[src/rtl/tx_sched.sv]
`default_nettype none
// ============================================================================
// tx_sched : round-robin scheduler for four requesters feeding one serialiser
// Revision : 1.0
// ============================================================================
`ifndef SIZE
`define SIZE 8
`endif

module tx_sched #(
  parameter int    routerid = -1,
  parameter string port     = "unknown"
) (
  input  logic                 clk,
  input  logic                 reset,
  input  logic [3:0]           req,
  input  logic [4*`SIZE-1:0]   data_in,
  input  logic                 en,
  input  logic                 tx_busy,
  output logic                 tx_req,
  output logic [`SIZE-1:0]     tx_data,
  output logic [3:0]           grant,
  output logic                 sched_busy
);

  localparam logic [1:0] S_IDLE   = 2'd0;
  localparam logic [1:0] S_ISSUE  = 2'd1;
  localparam logic [1:0] S_SETTLE = 2'd2;
  localparam logic [1:0] S_DRAIN  = 2'd3;

  logic [1:0]       state_q, state_d;
  logic [1:0]       last_q, last_d;
  logic             tx_req_q, tx_req_d;
  logic [`SIZE-1:0] tx_data_q, tx_data_d;
  logic [3:0]       grant_q, grant_d;

  logic [1:0]       cand;
  logic [1:0]       win_idx;
  logic             win_found;
  logic             start;

  // Search starts one past the previous winner, so the last winner comes last.
  always_comb begin
    cand      = '0;
    win_idx   = last_q;
    win_found = 1'b0;
    for (int k = 1; k <= 4; k++) begin
      cand = last_q + 2'(k);
      if (!win_found && req[cand]) begin
        win_found = 1'b1;
        win_idx   = cand;
      end
    end
  end

  assign start = (state_q == S_IDLE) && en && win_found && !tx_busy;

  always_ff @(posedge clk or posedge reset) begin
    if (reset) begin
      state_q   <= S_IDLE;
      last_q    <= 2'd3;
      tx_req_q  <= 1'b0;
      tx_data_q <= '0;
      grant_q   <= '0;
    end else begin
      state_q   <= state_d;
      last_q    <= last_d;
      tx_req_q  <= tx_req_d;
      tx_data_q <= tx_data_d;
      grant_q   <= grant_d;
    end
  end

  always_comb begin
    state_d = state_q;
    case (state_q)
      S_IDLE:   if (start)    state_d = S_ISSUE;
      S_ISSUE:  if (!tx_busy) state_d = S_SETTLE;
      S_SETTLE:               state_d = S_DRAIN;
      S_DRAIN:  if (!tx_busy) state_d = S_IDLE;
      default:                state_d = S_IDLE;
    endcase
  end

  always_comb begin
    last_d    = last_q;
    tx_req_d  = tx_req_q;
    tx_data_d = tx_data_q;
    grant_d   = '0;
    if (start) begin
      last_d           = win_idx;
      tx_req_d         = 1'b1;
      tx_data_d        = data_in[win_idx*`SIZE +: `SIZE];
      grant_d[win_idx] = 1'b1;
    end else if (state_q == S_ISSUE && !tx_busy) begin
      tx_req_d = 1'b0;
    end
  end

  assign tx_req     = tx_req_q;
  assign tx_data    = tx_data_q;
  assign grant      = grant_q;
  assign sched_busy = (state_q != S_IDLE);

`ifndef SYNTHESIS
  always @(posedge clk) begin
    if (!reset && start && routerid > -1)
      $display("router %0d port %s: grant requester %0d flit %h",
               routerid, port, win_idx, data_in[win_idx*`SIZE +: `SIZE]);
  end
`endif

endmodule

`default_nettype wire
[config.mk]
export PLATFORM = sky130hd
export DESIGN_NAME = tx_sched
export DESIGN_NICKNAME = d
export VERILOG_FILES = /design/src/rtl/tx_sched.sv
export SDC_FILE = /design/constraint.sdc
export NUM_CORES = 1
export LEC_CHECK = 0
export BUFFER_PORTS_ARGS = -buffer_cell sky130_fd_sc_hd__buf_2
export CAP_MARGIN = 20
export CORE_MARGIN = 2
export CORE_UTILIZATION = 41
export DETAILED_ROUTE_END_ITERATION = 8
export GPL_ROUTABILITY_DRIVEN = 0
export PLACE_DENSITY = 0.83
export SYNTH_ARGS = -nofsm -noshare
export SYNTH_HDL_FRONTEND = slang
export SYNTH_SLANG_ARGS = --single-unit
[constraint.sdc]
create_clock -name clk -period 1.9 [get_ports clk]
set_clock_uncertainty 0.15 [all_clocks]
set_input_delay 0.19 -clock clk [delete_from_list [all_inputs] [get_ports clk]]
set_output_delay 0.19 -clock clk [all_outputs]
set_load 0.03 [all_outputs]
---- Word-level counts from Yosys, hierarchy flattened ----
Cells that the tools add are included.
storage, ports and cells
  register bits ........................... 17
  output and inout port bits .............. 14
  word-level logic and storage cells ...... 62
  input port bits ......................... 40
operators by class
  eq/ne operators ......................... 6
  magnitude comparators ................... 6
  shifts and indexed selects .............. 1
  mux-type cells .......................... 25
  reductions and logical operators ........ 16
  $add $sub $neg .......................... 3
operators by type and width
  kind                                                         number
  indexed part select 32 x 6 -> 8 bit                          1
  less-than comparator 2 x 3 -> 1 bit (second input constant)  5
  2-to-1 mux 2 bit                                             7
  2-to-1 mux 1 bit                                             11
  binary-select mux 1 bit (select 2 bit)                       4
  logical AND 1 bit                                            8
  one-hot mux 2 bit (4 select lines)                           1
  inequality test 2 bit (second input constant)                3
  adder 2 bit (second input constant)                          2
  equality test 2 bit (second input constant)                  2
  zero test 1 bit                                              4
  2-to-1 mux 4 bit                                             1
  nonzero test 2 bit                                           2
  AND reduction 3 bit                                          1
  adder 2 x 1 -> 2 bit (second input constant)                 1
  demux 1 bit (select 2 bit)                                   1
  equality test 2 x 1 -> 1 bit (second input constant)         1
  >= comparator 2 x 1 -> 1 bit (second input constant)         1
  zero test 2 bit                                              1

---- Depth between registers and ports, before layout ----
Gate-level depths: netlist (run 1).
  depth after elaboration ................. 18
  gate-level depth with buffers ........... 8
  depth with buffers taken out ............ 7

---- Worst setup path before layout (run 1) ----
OpenSTA, ideal clock, no wires.
  path kind ............................... flip-flop to flip-flop
  start point ............................. register state_q[0]
  end point ............................... register tx_data_q[0] (netlist: tx_data[0])
  period minus slack after synthesis ...... 1888 ps
  stages on the path, launching flop included .. 9
  path buffers ............................ 1
  slack ................................... 12 ps
  required time ........................... 1662 ps
  arrival ................................. 1650 ps
  library setup time ...................... 88 ps
  cells stage by stage .................... dfrtp_1 inv_1 ha_1 nand2_1 a211oi_1 nand3b_1 clkbuf_1 a21o_1 o211ai_1
between the ends
  word-level cells in the longest chain between the ends .. 4
RTL lines
  item                            line  text
  start: declaration              31    logic [1:0] state_q, state_d;
  start signal: assignment        66    state_q <= state_d;
  zero test 2 bit                 56    assign start = (state_q == S_IDLE) && en && win_found && !tx_busy;
  logical AND 1 bit (3 in a row)  56
  end signal: assignment          69    tx_data_q <= tx_data_d;
  end: declaration                34    logic [`SIZE-1:0] tx_data_q, tx_data_d;
Every way passes these cells.
A chain may end at the register's enable or synchronous reset.

---- Worst setup path in the final report (run 1) ----
  start point ............................. register state_q[1]
  end point ............................... register state_q[1]
between the ends
  word-level cells in the longest chain between the ends .. 6
  elaborated cells on any way between the ends .. 12
  classes of those cells .................. eq/ne (6); mux (1); reduce/logical (5)
RTL lines
  item                                    line
  zero test 2 bit                         56, 76
  logical AND 1 bit (3 in a row)          56
  inequality test 2 bit (no source line)  --
  AND reduction 3 bit (no source line)    --
Several ways; a longest one is shown, not always the timed one.

==> results of run 1 <==
-- stage by stage --
stage                      TNS, ns  setup WS [ns]  hold WS (ns)  std cells
after floorplan                  0        0.01248      -0.03539        116
after global placement           0        0.02742        0.1514        202
after detailed placement   -0.8358        -0.1263        0.1654        202
after CTS                        0        0.04459       0.03357        207
after global routing      -0.06046       -0.03338       0.04390        210
final                            0        0.06914       0.04717        210
-- worst min-delay path, stage by stage --
cell and delay (ns):
sky130_fd_sc_hd__buf_2 0.11, sky130_fd_sc_hd__o21ai_0 0.08, sky130_fd_sc_hd__nand2_1 0.06
-- worst min-delay path by stage --
| stage | slack [ns] | from | end |
|---|---|---|---|
| global route | 0.04 | tx_busy | tx_req$_DFFE_PP0P_ |
| CTS | 0.03 | tx_busy | tx_req$_DFFE_PP0P_ |
| detailed placement | 0.17 | reset | grant[3]$_DFF_PP0_ |
| global placement | 0.15 | reset | grant[3]$_DFF_PP0_ |
| floorplan | -0.04 | reset | grant[0]$_DFF_PP0_ |
| finish | 0.05 | tx_busy | tx_req$_DFFE_PP0P_ |
-- kinds of logic (layout without fill, tap and decap cells) --
group,count (synthesis),after routing,synth area share (%)
DFF,17,17,38.69
AOI/OAI and AO/OA,37,37,23.75
and+or+nand+nor,38,38,18.78
adders and majority gates,5,5,5.656
muxes,9,9,8.258
buffers and inverters,10,74,4.864
-- power by group through the flow --
stage	Combinational [W]	Sequential (W)	Clock, W
floorplan	0.000656	0.000780	0
global placement	0.00114	0.000605	0
detailed placement	0.00120	0.000614	0
CTS	0.00121	0.000609	0.000199
global route	0.00139	0.000620	0.000226
finish	0.00128	0.000606	0.000195
-- state kept, by name, summed over array words and instances (netlist names) --
signal,flops
tx_data,8
grant,4
state_q,2
last_q,2
tx_req,1
-- metal layers --
layer  up-vias  track usage, %  routed length [um]
li1        557               -                   -
met3         4           3.256                 287
met5         -               0                   0
met2        70           37.41                1668
met4         0           3.741                  21
met1       556           26.02                1203
-- layout by cell type (no fill, tap or decap), types with 3 or more instances in the layout --
cell type	Yosys	routed
sky130_fd_sc_hd__nand4_1	8	8
sky130_fd_sc_hd__a21o_1	9	9
sky130_fd_sc_hd__o31ai_1	8	8
sky130_fd_sc_hd__ha_1	5	5
sky130_fd_sc_hd__o211ai_1	8	8
sky130_fd_sc_hd__buf_4	0	10
sky130_fd_sc_hd__nand2_1	13	12
sky130_fd_sc_hd__mux2i_1	8	7
sky130_fd_sc_hd__clkbuf_4	0	3
sky130_fd_sc_hd__o21ai_0	5	5
sky130_fd_sc_hd__buf_2	1	53
sky130_fd_sc_hd__inv_1	5	4
sky130_fd_sc_hd__dfrtp_1	15	15
sky130_fd_sc_hd__nor2_1	5	5
-- final cells by class --
| class | count | area (um2) | share of cell area [%] |
|---|---|---|---|
| Tap cell | 30 | 37.54 | 2.473 |
| Sequential cell | 17 | 427.9 | 28.19 |
| Clock inverter | 1 | 5.005 | 0.3298 |
| Inverter | 5 | 18.77 | 1.237 |
| Multi-Input combinational cell | 89 | 635.6 | 41.88 |
| Timing Repair Buffer | 65 | 370.4 | 24.40 |
| Clock buffer | 3 | 22.52 | 1.484 |
-- timing repair --
item / CTS / global route
endpoints found under the setup margin: 11 / 10
buffers inserted: 0 / 3
pin swaps: 0 / 1
hold buffers: 1 / 0
resized for setup: 2 / 2
endpoints found under the hold margin: 15 / 0
==> impl_metrics.tcl, run 1 <==
set metrics [dict create \
    power.ir.vdd_worst_mv 0.8520 \
    critPathLaunchType "register" \
    numCtsBuffers 3 \
    yosysUniqueCellTypes 32 \
    detail_route.first_pass.iterations 4 \
    ys_async_sr_fraction_pct 100.0 \
    synth.avg_cell_area_um2 9.535 \
    ys_top_cells_by_area "sky130_fd_sc_hd__dfrtp_1 34%, sky130_fd_sc_hd__mux2i_1 7.2%, sky130_fd_sc_hd__a21o_1 6.1%" \
    synth_fp_nets 161 \
    wire_length_of_the_first_global_routing_pass_um 5278 \
    die_w_um 55.94 \
    insertedDiodeCount 0 \
    setup.worst_path.start "state_q[1]$_DFFE_PP0P_" \
    core_region_area_um2 2522 \
    cts.reportedPaths.clkPinSlew_ns 0.10 \
    critical_path_depth 6 \
    finalSetupViolations 0 \
    timing.reg2reg.setup_slack_ns 0.07 \
    drive_gt1_share_pct 43.33 \
    layout_min_cycle_time_ns 1.831 \
    cp-endpoint "state_q[1]$_DFFE_PP0P_" \
    timing.critical_path.cells "inv_2 > ha_1 > nand2_1 > a211oi_2 > o21ai_0 > mux2_2" \
    power.switching_fraction_pct 46.04 \
    min_period_over_period_pct 96.36 \
    layout.core_utilization_pct 60.17 \
    synth-warning-count 0 \
    min_path_cells 3 \
    power.share.sequential_pct 29.1 \
    synthCells 116 \
    net-switching-power_w 0.0009601 \
    drc_viols 0 \
    max_slew_margin_vs_limit_pct 55.00 \
    status "finished, final reports clean" \
    antenna_violations_before_repair 0 \
    synth_enable_flop_cells 0 \
    max_root_sink_buffers 2 \
    dieArea_um2 3129 \
    share_clk_of_total_power_pct 9.3 \
    leakage_nw 0.7883 \
    synth_top_area_cell "sky130_fd_sc_hd__dfrtp_1" \
    timing_worst_setup_path_type "register to register" \
    chipHeight_um 55.94 \
    hold_path_class "input port to register" \
    post-dp-hpwl_um 2385 \
    cts_root_buffer "sky130_fd_sc_hd__clkbuf_4" \
    worst_path_largest_cell_delay_ns 0.41 \
    ant_nets 0 \
    power_per_cell_area_nw_per_um2 1374 \
    synth_seq_cells 17 \
    critical_path_buf_inv_count 1 \
    max_freq_mhz 546.2 \
    finalPower_w 0.002086 \
    routed_via_density 5.652 \
    row_count 18 \
    r2r.worst_path.cells 6 \
    cellInternalPower_w 0.001125 \
    synth_area_um2 1106 \
    htree_levels 1 \
    grt_max_degree 18 \
    drt_wl_total_um 3180 \
    finalMaxSlewViolations 0 \
    synth_sequential_area_ratio_pct 38.69 \
    worst-endpoint-arrival_ns 1.86 \
    cap_viol_max_count 0 \
    r2r_end "state_q[1]$_DFFE_PP0P_" \
    yosys.cell_count.top_type "sky130_fd_sc_hd__dfrtp_1" \
    post_dp_cell_area_um2 1446 \
    slowest_stage "sky130_fd_sc_hd__dfrtp_1" \
    comb_power_share_pct 61.6 \
    postSynth.topFlopCell "sky130_fd_sc_hd__dfrtp_1" \
    synth_commonest_cells "15 x sky130_fd_sc_hd__dfrtp_1, 13 x sky130_fd_sc_hd__nand2_1, 9 x sky130_fd_sc_hd__a21o_1" \
    routed-via-count 1187 \
    initial_core_util_pct 43.85 \
    dr.first_iter.drc_count 45 \
    clock_insertion_delay_worst_skew_ns 0.28 \
    fillerInstances 216 \
    number_of_clock_sinks 17 \
    crit_required_ns 1.93 \
    ioPinCount 54 \
    grt_pass1_vias 1206 \
    tightest_slew_ns 0.6743 \
    synth_top_area_share_pct 33.94 \
    rr_startpoint "state_q[1]$_DFFE_PP0P_" \
    cts_tree "yes" \
    worst_setup_path_end_kind "register" \
    port-buffer-count 53 \
    final_cell_area_um2 1518 \
    globalRoute.totalOverflow 0 \
    finish.net_count 226 \
    crit_fanout 4 \
    finalHoldViolCount 0 \
    track_usage_pct 20.61 \
    routedWlPerCell_um 15.14 \
    path_delay_family "compound AO/OA/AOI/OAI gates" \
    syn_to_layout_area_delta_pct 37.22 \
]
(Power assumes the default switching activity.)
==> run 2: changes to the inputs <==
- CORE_ASPECT_RATIO: not set -> 1.4
- HOLD_SLACK_MARGIN: not set -> 0.08
==> impl_metrics.tcl, run 2 (synthesis results as in run 1) <==
set metrics [dict create \
    grt_setup_unrepaired "true" \
    dieArea_um2 3135 \
    cap_viol_max_count 0 \
    hold_path_class "input port to register" \
    routed_via_density 5.184 \
    ioPinCount 54 \
    routedWlPerCell_um 14.08 \
    antenna_violations_before_repair 0 \
    max_slew_margin_vs_limit_pct 57.50 \
    finalPower_w 0.002168 \
    syn_to_layout_area_delta_pct 55.09 \
    row_count 22 \
    core_region_area_um2 2587 \
    wire_length_of_the_first_global_routing_pass_um 4830 \
    comb_power_share_pct 62.4 \
    post-route-worst-setup-slack_ns 0.04378 \
    power.switching_fraction_pct 44.84 \
    crit_fanout 8 \
    layout_common_cells "53 x sky130_fd_sc_hd__buf_2, 15 x sky130_fd_sc_hd__dfrtp_1, 15 x sky130_fd_sc_hd__dlygate4sd3_1, 13 x sky130_fd_sc_hd__buf_4, 11 x sky130_fd_sc_hd__nand2_1" \
    drive_gt1_share_pct 42.93 \
    worst-endpoint-arrival_ns 1.91 \
    routed-via-count 1213 \
    track_usage_pct 20.96 \
    cts.reportedPaths.clkPinSlew_ns 0.10 \
    layout_commonest_cell "sky130_fd_sc_hd__buf_2" \
    dr.first_iter.drc_count 47 \
    layout.core_utilization_pct 66.30 \
    setup.worst_path.start "state_q[1]$_DFFE_PP0P_" \
    fillerInstances 228 \
    worst_path_largest_cell_delay_ns 0.43 \
    timing.critical_path.cells "inv_2 > ha_1 > nand2_2 > a211oi_2 > nand3b_1 > buf_6 > a21o_1 > o211ai_1" \
    share_clk_of_total_power_pct 8.9 \
    power.ir.vdd_worst_mv 0.8568 \
    slowest_stage "sky130_fd_sc_hd__dfrtp_1" \
    path_delay_family "compound AO/OA/AOI/OAI gates" \
    port-buffer-count 53 \
    critical_path_buf_inv_count 2 \
    initial_core_util_pct 42.75 \
    final_cell_area_um2 1715 \
    insertedDiodeCount 0 \
    largest_register_ffs 8 \
    clock_insertion_delay_worst_skew_ns 0.29 \
    critPathLaunchType "register" \
    hold_start "data_in[16]" \
    drc_viols 0 \
    crit_required_ns 1.95 \
    min_period_over_period_pct 97.70 \
    ant_nets 0 \
    max_freq_mhz 538.7 \
    post_dp_cell_area_um2 1454 \
    layout_min_cycle_time_ns 1.856 \
    number_of_clock_sinks 17 \
    drt_wl_total_um 3294 \
    net-switching-power_w 0.0009721 \
    cts_root_buffer "sky130_fd_sc_hd__clkbuf_4" \
    worst_setup_path_end_kind "register" \
    chipHeight_um 65.46 \
    post_place_worst_slack_ns -0.1053 \
    power.share.sequential_pct 28.7 \
    grt_pass1_vias 1160 \
    timing_worst_setup_path_type "register to register" \
    grt_max_degree 18 \
    cts_tree "yes" \
    max_root_sink_buffers 2 \
    finalMaxSlewViolations 0 \
    status "finished, final reports clean" \
    power_per_cell_area_nw_per_um2 1264 \
    leakage_nw 0.8658 \
    htree_levels 1 \
    finalHoldViolCount 0 \
    globalRoute.totalOverflow 0 \
    detail_route.first_pass.iterations 4 \
    tightest_slew_ns 0.6368 \
    post-dp-hpwl_um 2310 \
    numCtsBuffers 3 \
    rr_startpoint "state_q[1]$_DFFE_PP0P_" \
    finish.net_count 244 \
    die_w_um 47.90 \
    cellInternalPower_w 0.001196 \
    finalSetupViolations 0 \
]
-- run 2: worst paths after layout --
check	end	slack, ns	cells after the start
max in group asynchronous	tx_data[7]$_DFFE_PP0P_	0.84	3
hold reg to reg	tx_req$_DFFE_PP0P_	0.37	2
hold / removal	tx_data[0]$_DFFE_PP0P_	0.09	3
min in group asynchronous	tx_req$_DFFE_PP0P_	0.36	3
setup reg to reg	tx_data[3]$_DFFE_PP0P_	0.04	8
setup / recovery	tx_data[3]$_DFFE_PP0P_	0.04	8
-- run 2: what timing repair did --
action	CTS	global route
hold buffers	15	0
setup buffers	0	7
pin swaps	0	2
gates resized for setup	2	7
hold endpoints to repair	23	0
setup endpoints to repair	10	10
-- run 2: power by group through the flow --
stage          sequential (W)  clock, W  combinational, W
5_1_grt              0.000639  0.000211           0.00145
3_5_place_dp         0.000619         0           0.00117
2_1_floorplan        0.000780         0          0.000656
4_1_cts              0.000616  0.000197           0.00121
3_3_place_gp         0.000608         0           0.00112
6_report             0.000623  0.000192           0.00135
-- run 2: per-layer routing --
layer | track usage, % | wire (um)
met1 | 26.19 | 1309
met2 | 34.83 | 1834
met3 | 2.473 | 117
met4 | 8.784 | 32
met5 | 0 | 0
-- run 2: through the flow --
step,setup TNS (ns),hold WS [ns],instances
final,0,0.09474,234
after floorplan,0,-0.03539,116
after global placement,0,0.1223,208
after CTS,0,0.08472,227
after detailed placement,-0.6714,0.1530,208
after global routing,-0.1502,0.09353,234
-- run 2: layout make-up --
cell class              instances  area (um2)  area share (%)
multi-input cells              89       651.9           38.00
repair buffers                 83       544.3           31.73
flip-flops and latches         17       427.9           24.95
well taps                      36       45.04           2.626
clock buffers                   3       22.52           1.313
inverters                       5       18.77           1.094
clock inverters                 1       5.005          0.2918
-- run 2: worst reg2reg max path, stage by stage, from the launching register on --
cell	delay [ns]
sky130_fd_sc_hd__dfrtp_1	0.43
sky130_fd_sc_hd__inv_2	0.09
sky130_fd_sc_hd__ha_1	0.18
sky130_fd_sc_hd__nand2_2	0.08
sky130_fd_sc_hd__a211oi_2	0.23
sky130_fd_sc_hd__nand3b_1	0.17
sky130_fd_sc_hd__buf_6	0.17
sky130_fd_sc_hd__a21o_1	0.17
sky130_fd_sc_hd__o211ai_1	0.10
